## src/rtl/sap2_alu_pkg.sv

```systemverilog
// ============================================================================
// sap2_alu_pkg : op codes, sequencer states and op helpers for the SAP-2 ALU
// Revision 1.0
// ============================================================================
`default_nettype none

package sap2_alu_pkg;

  localparam logic [3:0] OP_ADD = 4'b0000;
  localparam logic [3:0] OP_SUB = 4'b0001;
  localparam logic [3:0] OP_AND = 4'b0010;
  localparam logic [3:0] OP_OR  = 4'b0011;
  localparam logic [3:0] OP_DCR = 4'b0100;
  localparam logic [3:0] OP_INC = 4'b0101;
  localparam logic [3:0] OP_XOR = 4'b0110;
  localparam logic [3:0] OP_CMA = 4'b1101;
  localparam logic [3:0] OP_RAL = 4'b1110;
  localparam logic [3:0] OP_RAR = 4'b1111;

  typedef enum logic [1:0] {
    ST_IDLE = 2'd0,
    ST_LOAD = 2'd1,
    ST_EXEC = 2'd2,
    ST_DONE = 2'd3
  } seq_state_e;

  function automatic logic op_is_legal(input logic [3:0] op);
    logic legal;
    case (op)
      OP_ADD, OP_SUB, OP_AND, OP_OR, OP_DCR,
      OP_INC, OP_XOR, OP_CMA, OP_RAL, OP_RAR: legal = 1'b1;
      default:                                 legal = 1'b0;
    endcase
    return legal;
  endfunction

  // INC/DCR operate on TMP and write their result back there.
  function automatic logic op_writes_tmp(input logic [3:0] op);
    return (op == OP_INC) || (op == OP_DCR);
  endfunction

endpackage

`default_nettype wire

```

## src/rtl/alu_sequencer.sv

```systemverilog
// ============================================================================
// alu_sequencer : IDLE/LOAD/EXEC/DONE sequencer owning ACC, TMP and flags
// Revision 1.0
// ============================================================================
`default_nettype none

module alu_sequencer
  import sap2_alu_pkg::*;
(
  input  logic       CLK,
  input  logic       CLR,
  input  logic       start,
  input  logic [3:0] op,
  input  logic [7:0] operand,
  input  logic       acc_wr,
  input  logic [7:0] acc_din,
  input  logic [7:0] alu_result,
  input  logic [1:0] alu_flags,
  output logic [7:0] accumulator,
  output logic [7:0] tmp,
  output logic [3:0] Sel,
  output logic       Eu,
  output logic [1:0] flags,
  output logic       busy,
  output logic       done,
  output logic       illegal
);

  seq_state_e state_q, state_d;
  logic [3:0] op_q,      op_d;
  logic [7:0] acc_q,     acc_d;
  logic [7:0] tmp_q,     tmp_d;
  logic [1:0] flags_q,   flags_d;
  logic [3:0] sel_q,     sel_d;
  logic       eu_q,      eu_d;
  logic       busy_q,    busy_d;
  logic       done_q,    done_d;
  logic       illegal_q, illegal_d;

  always_comb begin
    state_d   = state_q;
    op_d      = op_q;
    acc_d     = acc_q;
    tmp_d     = tmp_q;
    flags_d   = flags_q;
    sel_d     = sel_q;
    busy_d    = busy_q;
    eu_d      = 1'b0;
    done_d    = 1'b0;
    illegal_d = 1'b0;

    case (state_q)
      ST_IDLE: begin
        if (acc_wr) acc_d = acc_din;
        if (start) begin
          state_d = ST_LOAD;
          op_d    = op;
          tmp_d   = operand;
          sel_d   = op;
          busy_d  = 1'b1;
        end
      end
      ST_LOAD: begin
        state_d = ST_EXEC;
        eu_d    = 1'b1;
      end
      ST_EXEC: begin
        state_d   = ST_DONE;
        done_d    = 1'b1;
        illegal_d = !op_is_legal(op_q);
        if (op_is_legal(op_q)) begin
          if (op_writes_tmp(op_q)) tmp_d = alu_result;
          else                     acc_d = alu_result;
          // Rotates and complement leave the previous flags untouched.
          if (!op_q[3]) flags_d = alu_flags;
        end
      end
      ST_DONE: begin
        state_d = ST_IDLE;
        busy_d  = 1'b0;
      end
      default: state_d = ST_IDLE;
    endcase
  end

  always_ff @(posedge CLK) begin
    if (CLR) begin
      state_q   <= ST_IDLE;
      op_q      <= 4'b0000;
      acc_q     <= 8'h00;
      tmp_q     <= 8'h00;
      flags_q   <= 2'b00;
      sel_q     <= 4'b0000;
      eu_q      <= 1'b0;
      busy_q    <= 1'b0;
      done_q    <= 1'b0;
      illegal_q <= 1'b0;
    end else begin
      state_q   <= state_d;
      op_q      <= op_d;
      acc_q     <= acc_d;
      tmp_q     <= tmp_d;
      flags_q   <= flags_d;
      sel_q     <= sel_d;
      eu_q      <= eu_d;
      busy_q    <= busy_d;
      done_q    <= done_d;
      illegal_q <= illegal_d;
    end
  end

  assign accumulator = acc_q;
  assign tmp         = tmp_q;
  assign flags       = flags_q;
  assign Sel         = sel_q;
  assign Eu          = eu_q;
  assign busy        = busy_q;
  assign done        = done_q;
  assign illegal     = illegal_q;

endmodule

`default_nettype wire

```

## config.mk

```make
export PLATFORM = sky130hd
export DESIGN_NAME = alu_sequencer
export DESIGN_NICKNAME = d
export VERILOG_FILES = /design/src/rtl/sap2_alu_pkg.sv /design/src/rtl/alu_sequencer.sv
export SDC_FILE = /design/constraint.sdc
export NUM_CORES = 1
export LEC_CHECK = 0
export ABC_AREA = 1
export CORE_MARGIN = 2
export CORE_UTILIZATION = 36
export CTS_BUF_LIST = sky130_fd_sc_hd__clkbuf_4
export DETAILED_ROUTE_END_ITERATION = 6
export GPL_TIMING_DRIVEN = 1
export MAX_ROUTING_LAYER = met4
export PLACE_DENSITY = 0.69
export SYNTH_ARGS = -nofsm -noshare
export SYNTH_HDL_FRONTEND = slang
export SYNTH_SLANG_ARGS = --single-unit
```

## constraint.sdc

```tcl
create_clock -name CLK -period 1.3 [get_ports CLK]
set_input_delay 0.195 -clock CLK [delete_from_list [all_inputs] [get_ports CLK]]
set_output_delay 0.195 -clock CLK [all_outputs]
set_load 0.01 [all_outputs]
```

# After elaboration in Yosys (flattened, before gate mapping)
# Memories as Yosys holds them, arrays and structs flattened. A register that Yosys moved wholly into a read port is not among the register bits.
# Cells that the tools add are included.
[word_totals]
n_memories = 2
wordCells = 54
regBits = 28
in_bits = 34
rom_bits = 32
[classes]
n_eq_ne = 10
reduce_logical = 11
bitwise_logic = 2
n_mux = 20
[memory_table]
columns = ["memory", "words", "word_bits", "rd", "rd_ports_with_merged_regs", "write_ports", "line_no", "source"]
rows = [
  ["(no name shown)", 16, 1, 1, 1, 0, "sap2_alu_pkg.sv:29", "case (op)"],
  ["(no name shown)", 16, 1, 1, 1, 0, "sap2_alu_pkg.sv:29", ""],
]
[op_table]
columns = ["operator", "count"]
rows = [
  ["8-bit 2-to-1 mux", 6],
  ["8-bit one-hot mux with 2 select lines", 2],
  ["4-bit 2-to-1 mux", 4],
  ["2-bit != test (second input constant)", 5],
  ["4-bit by 3-bit == test with 1-bit output (second input constant)", 2],
  ["2-bit one-hot mux with 4 select lines", 1],
  ["4-bit AND reduction", 2],
  ["1-bit 2-to-1 mux", 5],
  ["2-bit == test (second input constant)", 2],
  ["2-bit AND reduction", 2],
  ["2-bit nonzero test", 2],
  ["3-bit AND reduction", 1],
  ["2-bit by 1-bit == test with 1-bit output (second input constant)", 1],
  ["2-bit zero test", 1],
  ["2-bit 2-to-1 mux", 1],
  ["1-bit NOT", 2],
  ["1-bit one-hot mux with 2 select lines", 1],
  ["2-bit OR reduction", 1],
  ["1-bit zero test", 1],
  ["1-bit logical OR", 1],
]

# Logic depth before layout (Yosys ltp)
# Gate-level depths: netlist of run 1.
[depth]
word_depth = 5
depth_mapped = 9

# Worst setup path before layout of run 1
# OpenSTA, ideal clock, no wires.
[synth_timing]
kind = "flip-flop to flip-flop"
start = "register state_q[0]"
end = "register tmp_q[5] (netlist: tmp[5])"
arrival_time_ns = 1.305
slack_ns = -0.120
stages_incl_launch_ff = 10
n_path_buf = 1
setup_time_ns = 0.115
synth_period_minus_slack_ns = 1.420
path_cell_list = "dfxtp_1 inv_1 ha_1 inv_2 nand2_2 a21oi_4 buf_4 nand3_1 nand2_1 nor2_1"
[synth_via]
elab_chain_cells = 3
word_cells_on_any_way = 8
[synth_rtl]
columns = ["element", "line_no", "source"]
rows = [
  ["start: declaration", "alu_sequencer.sv:29", "seq_state_e state_q, state_d;"],
  ["start signal: assignment", "alu_sequencer.sv:99", "state_q <= state_d;"],
  ["2-bit == test / 2-bit zero test (equally long branches)", "alu_sequencer.sv:52", "case (state_q)"],
  ["2-bit != test (no line) / 2-bit nonzero test (equally long branches)", "-", ""],
  ["4-bit AND reduction (no line)", "-", ""],
  ["end signal: assignment", "alu_sequencer.sv:102", "tmp_q <= tmp_d;"],
  ["end: declaration", "alu_sequencer.sv:32", "logic [7:0] tmp_q, tmp_d;"],
]
# Parallel ways exist; a longest one is shown, timed or not.
# A chain may end at the register's enable or synchronous reset.

# Worst setup path after layout of run 1
# Same ends and word-level chain as after synthesis.

==> out/results.tsv, run 1 <==
stage	metric	value	unit
cts	CTS max path bufs	2	
synth	share of the yosys chip area belonging to registers	0.407	
worst_setup_path	crit path kind	flop to flop	
synth	Mapped Area	1430	um2
run_status	run status	complete, but fails checks	
finish	Fillers	328	
worst_setup_path	slowest CP cell	dfxtp_2	
placement	IO Port Bufs	59	
grt	vias in the first global route	1494	
synth	Yosys reg bits	29	
floorplanning	chip width	66.9	um
synth	Mean Syn Cell Area	6.99	um2
routing	final wirelength	4300	um
cts	CTS tree	built	
cts	CTS Root Cell	clkbuf_4	
finish	antenna diode count	0	
finish	Final Non-Filler Cells	335	
placement	Placed Instances	322	
synth	Syn Nets	243	
timing	relative slew slack	0.815	
finish	fraction of layout cells with a size suffix above 1	0.286	
worst_setup_path	CP cell instances	inv_4, ha_4, inv_6, nand2_4, a21oi_4, clkbuf_16, nand3_2, nand2_1, nor2_1	
timing	Max Clock Skew	0.00804	ns
run	maxcap violations	0	
cts	H-tree depth	2	
finish	register area	586	um2
synth	top cells by area, synth	dfxtp_1, nand2_1, a21oi_1, nor2_1, nand3_1	
timing	post-route setup TNS	-0.676	ns
timing	maximum clock frequency	725	MHz
routing	post-route ant nets	0	
pwr	Peak VDD IR	1.22	mV
routing	via count	1607	
synth	most common cell in the netlist	nand2_1	
synth	Synth Flop Type	dfxtp_1	
cts	clock-pin slew on the worst setup and hold paths	0.09	ns
min_path	Hold Path Class	primary input to flop	
worst_setup_path	max incr delay on CP	0.36	ns
pwr	pwr/cell area	2270	nW/um2
timing	Worst-Margin Slew	0.277	ns
pwr	static leakage	1.25	nW
synth	Synthesis Warnings	0	
placement	HPWL Detailed	2890	um
timing	Hold Slack	0.448	ns
synth	area leader, netlist	dfxtp_1	
worst_setup_path	cells on worst reg2reg path	9	
grt	GR Overflow Total	0	
worst_setup_path	type of element capturing the critical path	flop	
timing	Final Hold Viols	0	
synth	Yosys top cell area share	0.407	
pwr	Total Power	0.00579	W
grt	GRT Total Usage	0.207	
placement	GP Congestion	0.808	
worst_setup_path	Critical Path RT	1.53	ns
timing	setup repair after global routing missed its margin	yes	
timing	final setup violation count	16	
worst_setup_path	crit path DAT	1.61	ns
routing	routed len/inst	12.8	um
floorplanning	Core Rows	22	
finish	Layout Nets	325	
synth	Post-synth EDFFs	0	
synth	async set-reset flop share out of synthesis	0	
synth	post-synthesis cell type count	22	
routing	drt initial violations	84	
timing	Setup WS post-layout	-0.0793	ns
cts	clk_lat worst skew	0.33	ns
routing	vias per inst	4.80	
synth	Synth top cells by count	nand2_1, nor2_1, dfxtp_1	
timing	post-layout min period	1.38	ns
floorplanning	Ports	60	
finish	Area Growth Syn to Fin	79.0	%
synth	Cells after Synth	204	
finish	area occupied by multi-input gates	932	um2
min_path	hold depth	3	
grt	largest net degree at the start of global routing	17	
floorplanning	Die H	66.9	um
cts	total CTS buffers	5	
cts	Hold-fix buffers, CTS	0	
grt	initial antenna violation count	0	
routing	DRC	0	
worst_setup_path	startpoint types	flop	
routing	Detailed Routing Iterations Pass 1	4	
finish	post-layout util	0.682	
floorplanning	die area	4480	um2
floorplanning	Core Area	3740	um2
worst_setup_path	Crit Path Max Fanout	8	
cts	clock sinks	29	
timing	Tcrit/Tclk final	1.06	
run_status	failing checks	negative setup slack	
floorplanning	Starting Density	0.381	
timing	Slew Limit Fails	0	
grt	first-pass GRT wire length	6660	um
==> final timing paths <==
path                    endpoint           start  slack (ns)
setup / recovery          tmp[5]      state_q[0]       -0.08
hold / removal          flags[0]    alu_flags[0]        0.45
setup reg to reg          tmp[5]      state_q[0]       -0.08
hold reg to reg   accumulator[6]  accumulator[6]        0.48
==> per-stage QoR <==
step	setup slack, ns	instance area [um2]
4_1_cts	-0.0648	2430
3_3_place_gp	-0.185	2250
6_report	-0.0793	2550
3_5_place_dp	-0.233	2250
2_1_floorplan	0.000828	1470
5_1_grt	-0.158	2550
==> cells by family after synthesis <==
| family | share of synthesized area |
|---|---|
| and+or+nand+nor | 0.323 |
| AOI/OAI and AO/OA | 0.139 |
| buffers and inverters | 0.0877 |
| DFF | 0.407 |
| adders and majority gates | 0.0439 |
==> sequential cells by signal (all words and copies together) (netlist names), named ones only <==
signal and count:
illegal 1, state_q 2, Sel 4, done 1
accumulator 8, Eu 1, flags 2, tmp 8
busy 1
==> critical path: cells and delay by family, from the launching register on <==
family / cells / cell delay, ns
fa+ha+maj: 1 / 0.19
buf+inv: 3 / 0.33
compound gates: 1 / 0.19
simple gates: 4 / 0.22
flops: 1 / 0.36
==> layout make-up <==
type	instances	area share
Clock inverter	2	0.00392
Inverter	23	0.0387
Clock buffer	6	0.0176
Sequential cell	29	0.229
Timing Repair Buffer	82	0.322
Tap cell	48	0.0235
Multi-Input combinational cell	145	0.365
==> placed cells by master, fill, tap and decap left out, drive strengths merged <==
cell / n
dfxtp: 29
nand4: 2
nor2: 37
dlygate4sd2: 26
o211a: 1
buf: 21
clkinv: 2
clkdlybuf4s50: 33
bufbuf: 1
a21oi: 28
nand3: 21
nand2: 43
ha: 5
o21ai: 5
inv: 23
nor3: 2
a211oi: 1
clkbuf: 7
==> where the power goes <==
group	internal (W)	leakage, nW	total, W	switching (W)
sequential	0.00127	0.240	0.00148	0.000214
clock	0.000226	0.0354	0.000543	0.000317
combinational	0.00184	0.975	0.00377	0.00193
==> metal layers <==
metal,track usage,up-vias,share of wire,routed length [um]
li1,-,818,-,-
met1,0.241,740,0.44,1900
met2,0.330,43,0.48,2060
met3,0.0642,6,0.065,280
met4,0.0842,0,0.014,59
met5,-,-,0,0
==> repair_timing <==
item,4_1_cts,5_1_grt
gates cloned,2,1
pin swaps,4,12
endpoints found under the setup margin,45,23
hold endpoints to repair,0,0
buffers inserted,2,1
resized for setup,51,27
(Power assumes the default switching activity.)
==> run 2, diff against run 1 <==
--- a/config.mk
+++ b/config.mk
@@ -7,12 +7,12 @@
 export LEC_CHECK = 0
 export ABC_AREA = 1
 export CORE_MARGIN = 2
-export CORE_UTILIZATION = 36
+export CORE_UTILIZATION = 39
 export CTS_BUF_LIST = sky130_fd_sc_hd__clkbuf_4
 export DETAILED_ROUTE_END_ITERATION = 6
 export GPL_TIMING_DRIVEN = 1
 export MAX_ROUTING_LAYER = met4
-export PLACE_DENSITY = 0.69
+export PLACE_DENSITY = 0.77
 export SYNTH_ARGS = -nofsm -noshare
 export SYNTH_HDL_FRONTEND = slang
 export SYNTH_SLANG_ARGS = --single-unit
==> run 2 against run 1 <==
  * The flow still finishes with violations (negative setup slack)
  * Sequential power about the same
  * Critical path depth down 2
  * Highest routed layer unchanged
  * First-iteration DRC count down 24%
  * Hold slack better by 0.0024 ns
  * Cell count down 0.30%
  * Via count up 1.1%
==> out/results.tsv, run 2 (synthesized netlist as in run 1, its figures left out) <==
stage	metric	value	unit
placement	GP Congestion	0.780	
finish	most common cell after layout, fill and taps aside	nand2_1	
timing	setup repair after global routing missed its margin	yes	
cts	Hold-fix buffers, CTS	0	
floorplanning	Starting Density	0.418	
timing	post-route setup TNS	-0.518	ns
timing	Hold Slack	0.450	ns
run_status	failing checks	negative setup slack	
timing	Final Hold Viols	0	
worst_setup_path	WP buf/inv	2	
pwr	Power Internal	0.00322	W
cts	clk_lat worst skew	0.33	ns
worst_setup_path	Largest delay share family, worst path	simple AND/OR/NAND/NOR gates	
worst_setup_path	slowest CP cell	dfxtp_2	
timing	post-layout min period	1.35	ns
timing	Setup WS post-layout	-0.0494	ns
floorplanning	Core Rows	21	
grt	first-pass GRT wire length	6620	um
timing	Slew Limit Fails	0	
worst_setup_path	startpoint types	flop	
cts	clock-pin slew on the worst setup and hold paths	0.09	ns
pwr	static leakage	1.22	nW
timing	Tcrit/Tclk final	1.04	
floorplanning	chip width	64.5	um
grt	largest net degree at the start of global routing	17	
routing	routed len/inst	12.7	um
cts	H-tree depth	2	
routing	drt initial violations	64	
routing	Detailed Routing Iterations Pass 1	4	
timing	final setup violation count	16	
finish	antenna diode count	0	
placement	worst slack, placed	-0.236	ns
worst_setup_path	crit path kind	flop to flop	
floorplanning	Die H	64.5	um
min_path	Hold Path Class	primary input to flop	
pwr	Reg power frac	0.264	
finish	most frequent cells in the layout	nand2_1, clkdlybuf4s50_1, nor2_1	
grt	GR Overflow Total	0	
routing	vias per inst	4.86	
worst_setup_path	crit path DAT	1.61	ns
cts	CTS tree	built	
pwr	sw frac	0.428	
routing	final wirelength	4250	um
worst_setup_path	type of element capturing the critical path	flop	
worst_setup_path	max incr delay on CP	0.34	ns
timing	relative slew slack	0.839	
grt	GRT Total Usage	0.212	
worst_setup_path	CP cell instances	inv_4, ha_4, buf_6, nand4_4, nand3_2, nand2_1, nor2_1	
routing	via count	1624	
floorplanning	die area	4160	um2
floorplanning	Ports	60	
finish	Fillers	277	
pwr	Peak VDD IR	1.51	mV
timing	Worst-Margin Slew	0.241	ns
cts	total CTS buffers	5	
cts	CTS Root Cell	clkbuf_4	
finish	Area Growth Syn to Fin	73.1	%
pwr	pwr/cell area	2280	nW/um2
floorplanning	Core Area	3420	um2
routing	post-route ant nets	0	
timing	maximum clock frequency	741	MHz
grt	vias in the first global route	1501	
finish	fraction of layout cells with a size suffix above 1	0.260	
worst_setup_path	Crit Path Max Fanout	8	
cts	CTS max path bufs	2	
timing	Max Clock Skew	0.00896	ns
cts	clock sinks	29	
run_status	run status	complete, but fails checks	
worst_setup_path	Critical Path RT	1.56	ns
run	maxcap violations	0	
pwr	Clock power frac	0.092	
finish	Layout Nets	327	
pwr	Switching Power	0.00240	W
placement	HPWL Detailed	2920	um
placement	IO Port Bufs	59	
routing	DRC	0	
pwr	Comb power frac	0.644	
grt	initial antenna violation count	0	
run 2: changes by cell type in the layout (fill, tap and decap cells not counted), sizes merged:
cell | previous run | this run
clkbuf | 7 | 6
buf | 21 | 25
clkinv | 2 | 1
bufbuf | 1 | 0
run 2: worst min-delay path: cells and delay by family:
| family | cells | cell delay [ns] |
|---|---|---|
| simple gates | 2 | 0.15 |
| buf+inv | 1 | 0.40 |
run 2: final timing paths:
path         slack, ns  depth (start not counted)             end           start
max              -0.05                          7  accumulator[7]      state_q[0]
min               0.45                          3        flags[0]    alu_flags[0]
max reg2reg      -0.05                          7  accumulator[7]      state_q[0]
min reg2reg       0.48                          2  accumulator[6]  accumulator[6]
run 2: layout make-up:
cell class	instances	area (um2)	area share
multi-input combinational	145	887	0.359
clock inverter	1	3.75	0.00152
sequential	29	587	0.238
timing repair buffer	84	790	0.320
inverter	23	98.8	0.0400
tap	46	57.6	0.0233
clock buffer	6	45.0	0.0182
run 2: routing by layer:
layer | track usage | vias up | part of all wire
met3 | 0.0590 | 8 | 0.072
met2 | 0.352 | 57 | 0.51
met5 | - | - | 0
met1 | 0.247 | 735 | 0.41
met4 | 0.0718 | 0 | 0.014
li1 | - | 824 | -
run 2: timing repair:
| action | CTS | global route |
|---|---|---|
| setup buffers | 3 | 4 |
| setup endpoints to repair | 44 | 22 |
| resized for setup | 41 | 30 |
| pin swaps | 2 | 9 |
run 2: per-stage QoR:
stage,std cells,instance area (um2),power [W],utilization
6_report,334,2470,0.00562,0.723
3_5_place_dp,321,2240,0.00470,0.655
2_1_floorplan,204,1470,0.00326,-
5_1_grt,334,2470,0.00607,0.723
4_1_cts,331,2330,0.00521,0.684
3_3_place_gp,321,2240,0.00464,0.655
run 2: power groups by stage:
stage,Combinational [W],Clock (W),Sequential [W]
5_1_grt,0.00397,0.000573,0.00153
6_report,0.00362,0.000517,0.00148
3_5_place_dp,0.00321,0,0.00149
3_3_place_gp,0.00315,0,0.00149
4_1_cts,0.00321,0.000531,0.00147
2_1_floorplan,0.00162,0,0.00164
==> RTL change 1, RTL diff (settings of run 1) <==
Register the input `operand` before use. The logic sees it one clock later. The other inputs are not delayed to match.
--- a/src/rtl/alu_sequencer.sv
+++ b/src/rtl/alu_sequencer.sv
@@ -27,2 +27,8 @@
 );
+
+  logic [7:0] operand_q;
+
+  always_ff @(posedge CLK) begin
+    operand_q <= operand;
+  end
 
@@ -57,3 +63,3 @@
           op_d    = op;
-          tmp_d   = operand;
+          tmp_d   = operand_q;
           sel_d   = op;
Check against the original RTL: not equivalent (a bounded check fails within 4 cycles, from zero or initial values).
==> RTL change 1 against run 1 <==
- the flow still finishes with violations (negative setup slack)
- worst hold slack got worse by 0.18 ns
- clock skew grew 0.00068 ns
- design area rose by 0.64%
- fmax down 1.4%
- routed wire length decreased by 7.4%
- worst setup slack got worse by 0.019 ns
- area after synthesis grew 13%
- sequential share of layout area up 6.2 points
- combinational power is 12% lower
- clock power is 48% higher
- power decreased by 0.57%
- sequential cell count up 8
- die area increased by 12%
- critical endpoint is now accumulator[7]
- largest power group unchanged
- highest routed layer unchanged
==> RTL change 1: results (changes against run 1) <==
| Metric | Value |
|---|---|
| Post-synth top cells | nand2_1 (56), dfxtp_1 (37), a21oi_1 (30) |
| Syn Nets | 258 (+6.2%) |
| Setup ws final | -0.0987 ns (-0.0194 ns) |
| Hold Path Depth | 1 (-2) |
| DP Cell Count | 337 (+4.7%) |
| Failing checks | negative setup slack |
| Grt met1 use | 0.211 (-0.0300) |
| Final setup vio count | 8 (-8) |
| Worst skew pair latency | 0.36 ns (+0.03 ns) |
| Clock-pin slew on the worst setup and hold paths | 0.12 ns (+0.03 ns) |
| Ranking of synthesized cells by area | dfxtp_1 (46%), nand2_1 (13%), a21oi_1 (9.3%) |
| CP delay by family, top | simple AND/OR/NAND/NOR gates |
| First-pass GRT wire length | 6710 µm (+0.72%) |
| Crit-path slowest cell | dfxtp_4 |
| Final GP Congestion | 0.802 (-0.67%) |
| Min-Delay Endpoint | operand_q[4] |
| Share of layout cells above drive strength 1 | 0.256 (-0.0298) |
| Crit-path max cell delay | 0.38 ns (+0.02 ns) |
| Detail Placement HPWL | 2800 µm (-3.2%) |
| Static Leakage | 1.30 nW (+3.9%) |
| Worst Clk Skew | 0.00872 ns (+0.000677 ns) |
| Max rail drop VDD | 899 µV (-27%) |
| GRT Total Usage | 0.177 (-0.0291) |
| Met2 GRT Util | 0.283 (-0.0465) |
| Slew @ Worst Pin | 0.261 ns (-0.0157 ns) |
| Outcome | finished with violations |
[RTL change 1: area by class of cell]
cell class,instances,area (µm²)
Timing Repair inverter,1,8.76
Timing Repair Buffer,77,726
Tap cell,52,65.1
Multi-Input combinational cell,147,827
Fill cell,411,1750
Clock inverter,3,41.3
Inverter,27,116
Clock buffer,5,37.5
Sequential cell,37,748
[RTL change 1: metrics by stage]
stage / TNS, ns / utilization / hold slack [ns] / worst slack, ns / power, mW
finish: -0.661 / 0.594 / 0.263 / -0.0987 / 5.76
CTS: -0.683 / 0.583 / 0.249 / -0.105 / 5.66
global placement: -2.21 / 0.549 / 0.450 / -0.153 / 4.54
global route: -1.89 / 0.594 / 0.252 / -0.168 / 6.24
floorplan: -0.385 / - / 0.223 / -0.0568 / 3.57
detailed placement: -2.49 / 0.549 / 0.456 / -0.204 / 4.59
[RTL change 1: how the worst max path moves through the flow]
stage               startpoint              to  slack [ns]
floorplan           state_q[1]  accumulator[5]       -0.06
global placement         start          tmp[1]       -0.15
detailed placement       start          tmp[3]       -0.20
CTS                 state_q[1]  accumulator[7]       -0.10
global route        state_q[0]  accumulator[4]       -0.17
finish              state_q[1]  accumulator[7]        -0.1
[RTL change 1: cell families (layout without fill, tap and decap cells)]
logic type | count (synthesis) | in the layout | share of synthesized area
AOI/OAI and AO/OA | 33 | 33 | 0.102
adders and majority gates | 4 | 4 | 0.0311
buffers and inverters | 37 | 113 | 0.113
DFF | 37 | 37 | 0.460
and+or+nand+nor | 109 | 110 | 0.294
[RTL change 1: per-layer routing]
metal / up-vias / share of wire
met3: 7 / 0.054
li1: 838 / -
met4: 0 / 0.024
met1: 710 / 0.44
met2: 39 / 0.48
met5: - / 0
[RTL change 1: power by group]
part / internal (mW) / total [mW] / switching, mW
sequential: 1.46 / 1.64 / 0.180
combinational: 1.55 / 3.32 / 1.77
clock: 0.398 / 0.806 / 0.408
total: 3.40 / 5.76 / 2.36
[RTL change 1: timing repair]
action | CTS | global route
gates resized for setup | 49 | 16
buffers inserted | 1 | 0
endpoints found under the setup margin | 43 | 19
pin swaps | 11 | 2
cloned | 2 | 1
==> RTL change 2, RTL diff (settings of run 1) <==
Without the edit above. Put one more register stage on the output `flags`, without a reset. The value now appears one clock later. The other outputs are not delayed to match.
--- a/src/rtl/alu_sequencer.sv
+++ b/src/rtl/alu_sequencer.sv
@@ -113,3 +113,5 @@
   assign tmp         = tmp_q;
-  assign flags       = flags_q;
+  always_ff @(posedge CLK) begin
+    flags <= flags_q;
+  end
   assign Sel         = sel_q;
Formal check against the unedited RTL: not equivalent (a bounded check fails within 4 cycles, from zero or initial values).
==> RTL change 2 against run 1 <==
- the flow still finishes with violations (negative setup slack)
- sequential cell count rose by 2
- power rose by 5.7%
- area after synthesis rose by 14%
- non-clock buffer count rose by 5
- design area rose by 4.9%
- die area rose by 13%
- sequential share of layout area rose by 0.42 points
- worst setup slack got worse by 0.097 ns
- routed wire length fell by 2.5%
- largest power group unchanged
==> RTL change 2: results (changes against run 1) <==
| Metric | Value |
|---|---|
| Outcome | finished with violations |
| Failing checks | negative setup slack |
| Share of layout cells above drive strength 1 | 0.363 (+0.0776) |
| Grt met1 use | 0.219 (-0.0227) |
| Initial DRC count | 34 (-60%) |
| Final setup vio count | 17 (+1) |
| GRT Total Usage | 0.172 (-0.0348) |
| Reg-to-Reg End | accumulator[3] |
| Setup ws final | -0.176 ns (-0.0968 ns) |
| Worst reg2reg path startpoint | state_q[0] |
| CP arrival | 1.71 ns (+0.10 ns) |
| Min-delay src | flags_q[0] |
| Post-route setup TNS | -1.84 ns (-1.16 ns) |
| Post-synth top cells | nand2_1 (50), dfxtp_1 (31), a21oi_1 (25) |
| Hold Path Depth | 0 (-3) |
| Syn Nets | 252 (+3.7%) |
| DR vias | 1555 (-3.2%) |
| WL final | 4190 µm (-2.5%) |
| Number of nets in the layout | 337 (+3.7%) |
| Max rail drop VDD | 1000 µV (-18%) |
| Post-placement cell area | 2410 µm² (+7.3%) |
| First-pass GRT wire length | 6640 µm (-0.21%) |
| Yosys cell types | 25 (+14%) |
| M3 GR Usage | 0.0338 (-0.0304) |
| Syn avg cell area | 7.60 µm² (+8.7%) |
| Worst Clk Skew | 0.00214 ns (-0.00590 ns) |
| Ranking of synthesized cells by area | dfxtp_1 (38%), nand2_1 (12%), a21oi_1 (7.7%) |
RTL change 2: changes by cell type in the layout (fill, tap and decap cells not counted), moves of 4 or more:
cell	delta
nand2_4	+6
buf_4	+5
nor2_2	+12
nor2_1	-18
nand2_1	+6
nand3_2	-4
a21oi_1	+4
a21oi_4	-4
RTL change 2: layout make-up:
type | count | area (µm²) | area share
Clock buffer | 7 | 52.6 | 0.0196
Clock inverter | 1 | 5.00 | 0.00187
Inverter | 27 | 118 | 0.0439
Multi-Input combinational cell | 147 | 983 | 0.367
Sequential cell | 31 | 626 | 0.234
Tap cell | 52 | 65.1 | 0.0243
Timing Repair Buffer | 87 | 830 | 0.310
RTL change 2: how the worst max path moves through the flow:
stage	startpoint	end	slack (ns)	cells after the start
2_1_floorplan	state_q[0]	accumulator[3]	-0.09	10
3_3_place_gp	start	tmp[4]	-0.16	9
3_5_place_dp	start	tmp[0]	-0.18	9
4_1_cts	state_q[0]	accumulator[6]	-0.14	10
5_1_grt	state_q[0]	accumulator[3]	-0.26	10
6_report	state_q[0]	accumulator[3]	-0.18	10
RTL change 2: metrics by stage:
step | hold WS (ns) | worst slack (ns) | utilization | total power, mW
finish | 0.355 | -0.176 | 0.615 | 6.12
global route | 0.372 | -0.261 | 0.615 | 6.63
CTS | 0.359 | -0.141 | 0.582 | 5.69
detailed placement | 0.341 | -0.177 | 0.553 | 4.95
global placement | 0.341 | -0.157 | 0.553 | 4.89
floorplan | 0.331 | -0.0940 | - | 3.96
RTL change 2: report_power, final:
group	internal [mW]	leakage (nW)	switching, mW	total (mW)
clock	0.252	0.0361	0.325	0.578
combinational	1.96	1.04	2.12	4.08
sequential	1.27	0.257	0.200	1.47
RTL change 2: layer usage:
layer,wire length (µm),vias to the layer above
li1,-,836
met1,1860,683
met2,2140,30
met3,127,6
met4,66,0
met5,0,-
RTL change 2: logic make-up after synthesis:
group / after synthesis / synth area share
flip-flops: 31 / 0.382
adder cells (fa/ha/maj): 4 / 0.0308
AO/OA/AOI/OAI: 33 / 0.113
buffers and inverters: 37 / 0.131
AND/OR/NAND/NOR: 109 / 0.344
RTL change 2: worst max-delay path: cells and delay by family (launching register included):
family                   cells  cell delay (ns)
adder cells (fa/ha/maj)      1             0.17
buffers and inverters        3             0.39
flip-flops                   1             0.37
AND/OR/NAND/NOR              6             0.44
RTL change 2: timing repair:
item | in CTS | in global routing
buffers inserted | 2 | 5
setup endpoints to repair | 43 | 19
cloned | 1 | 1
resized for setup | 40 | 25
pin swaps | 1 | 9
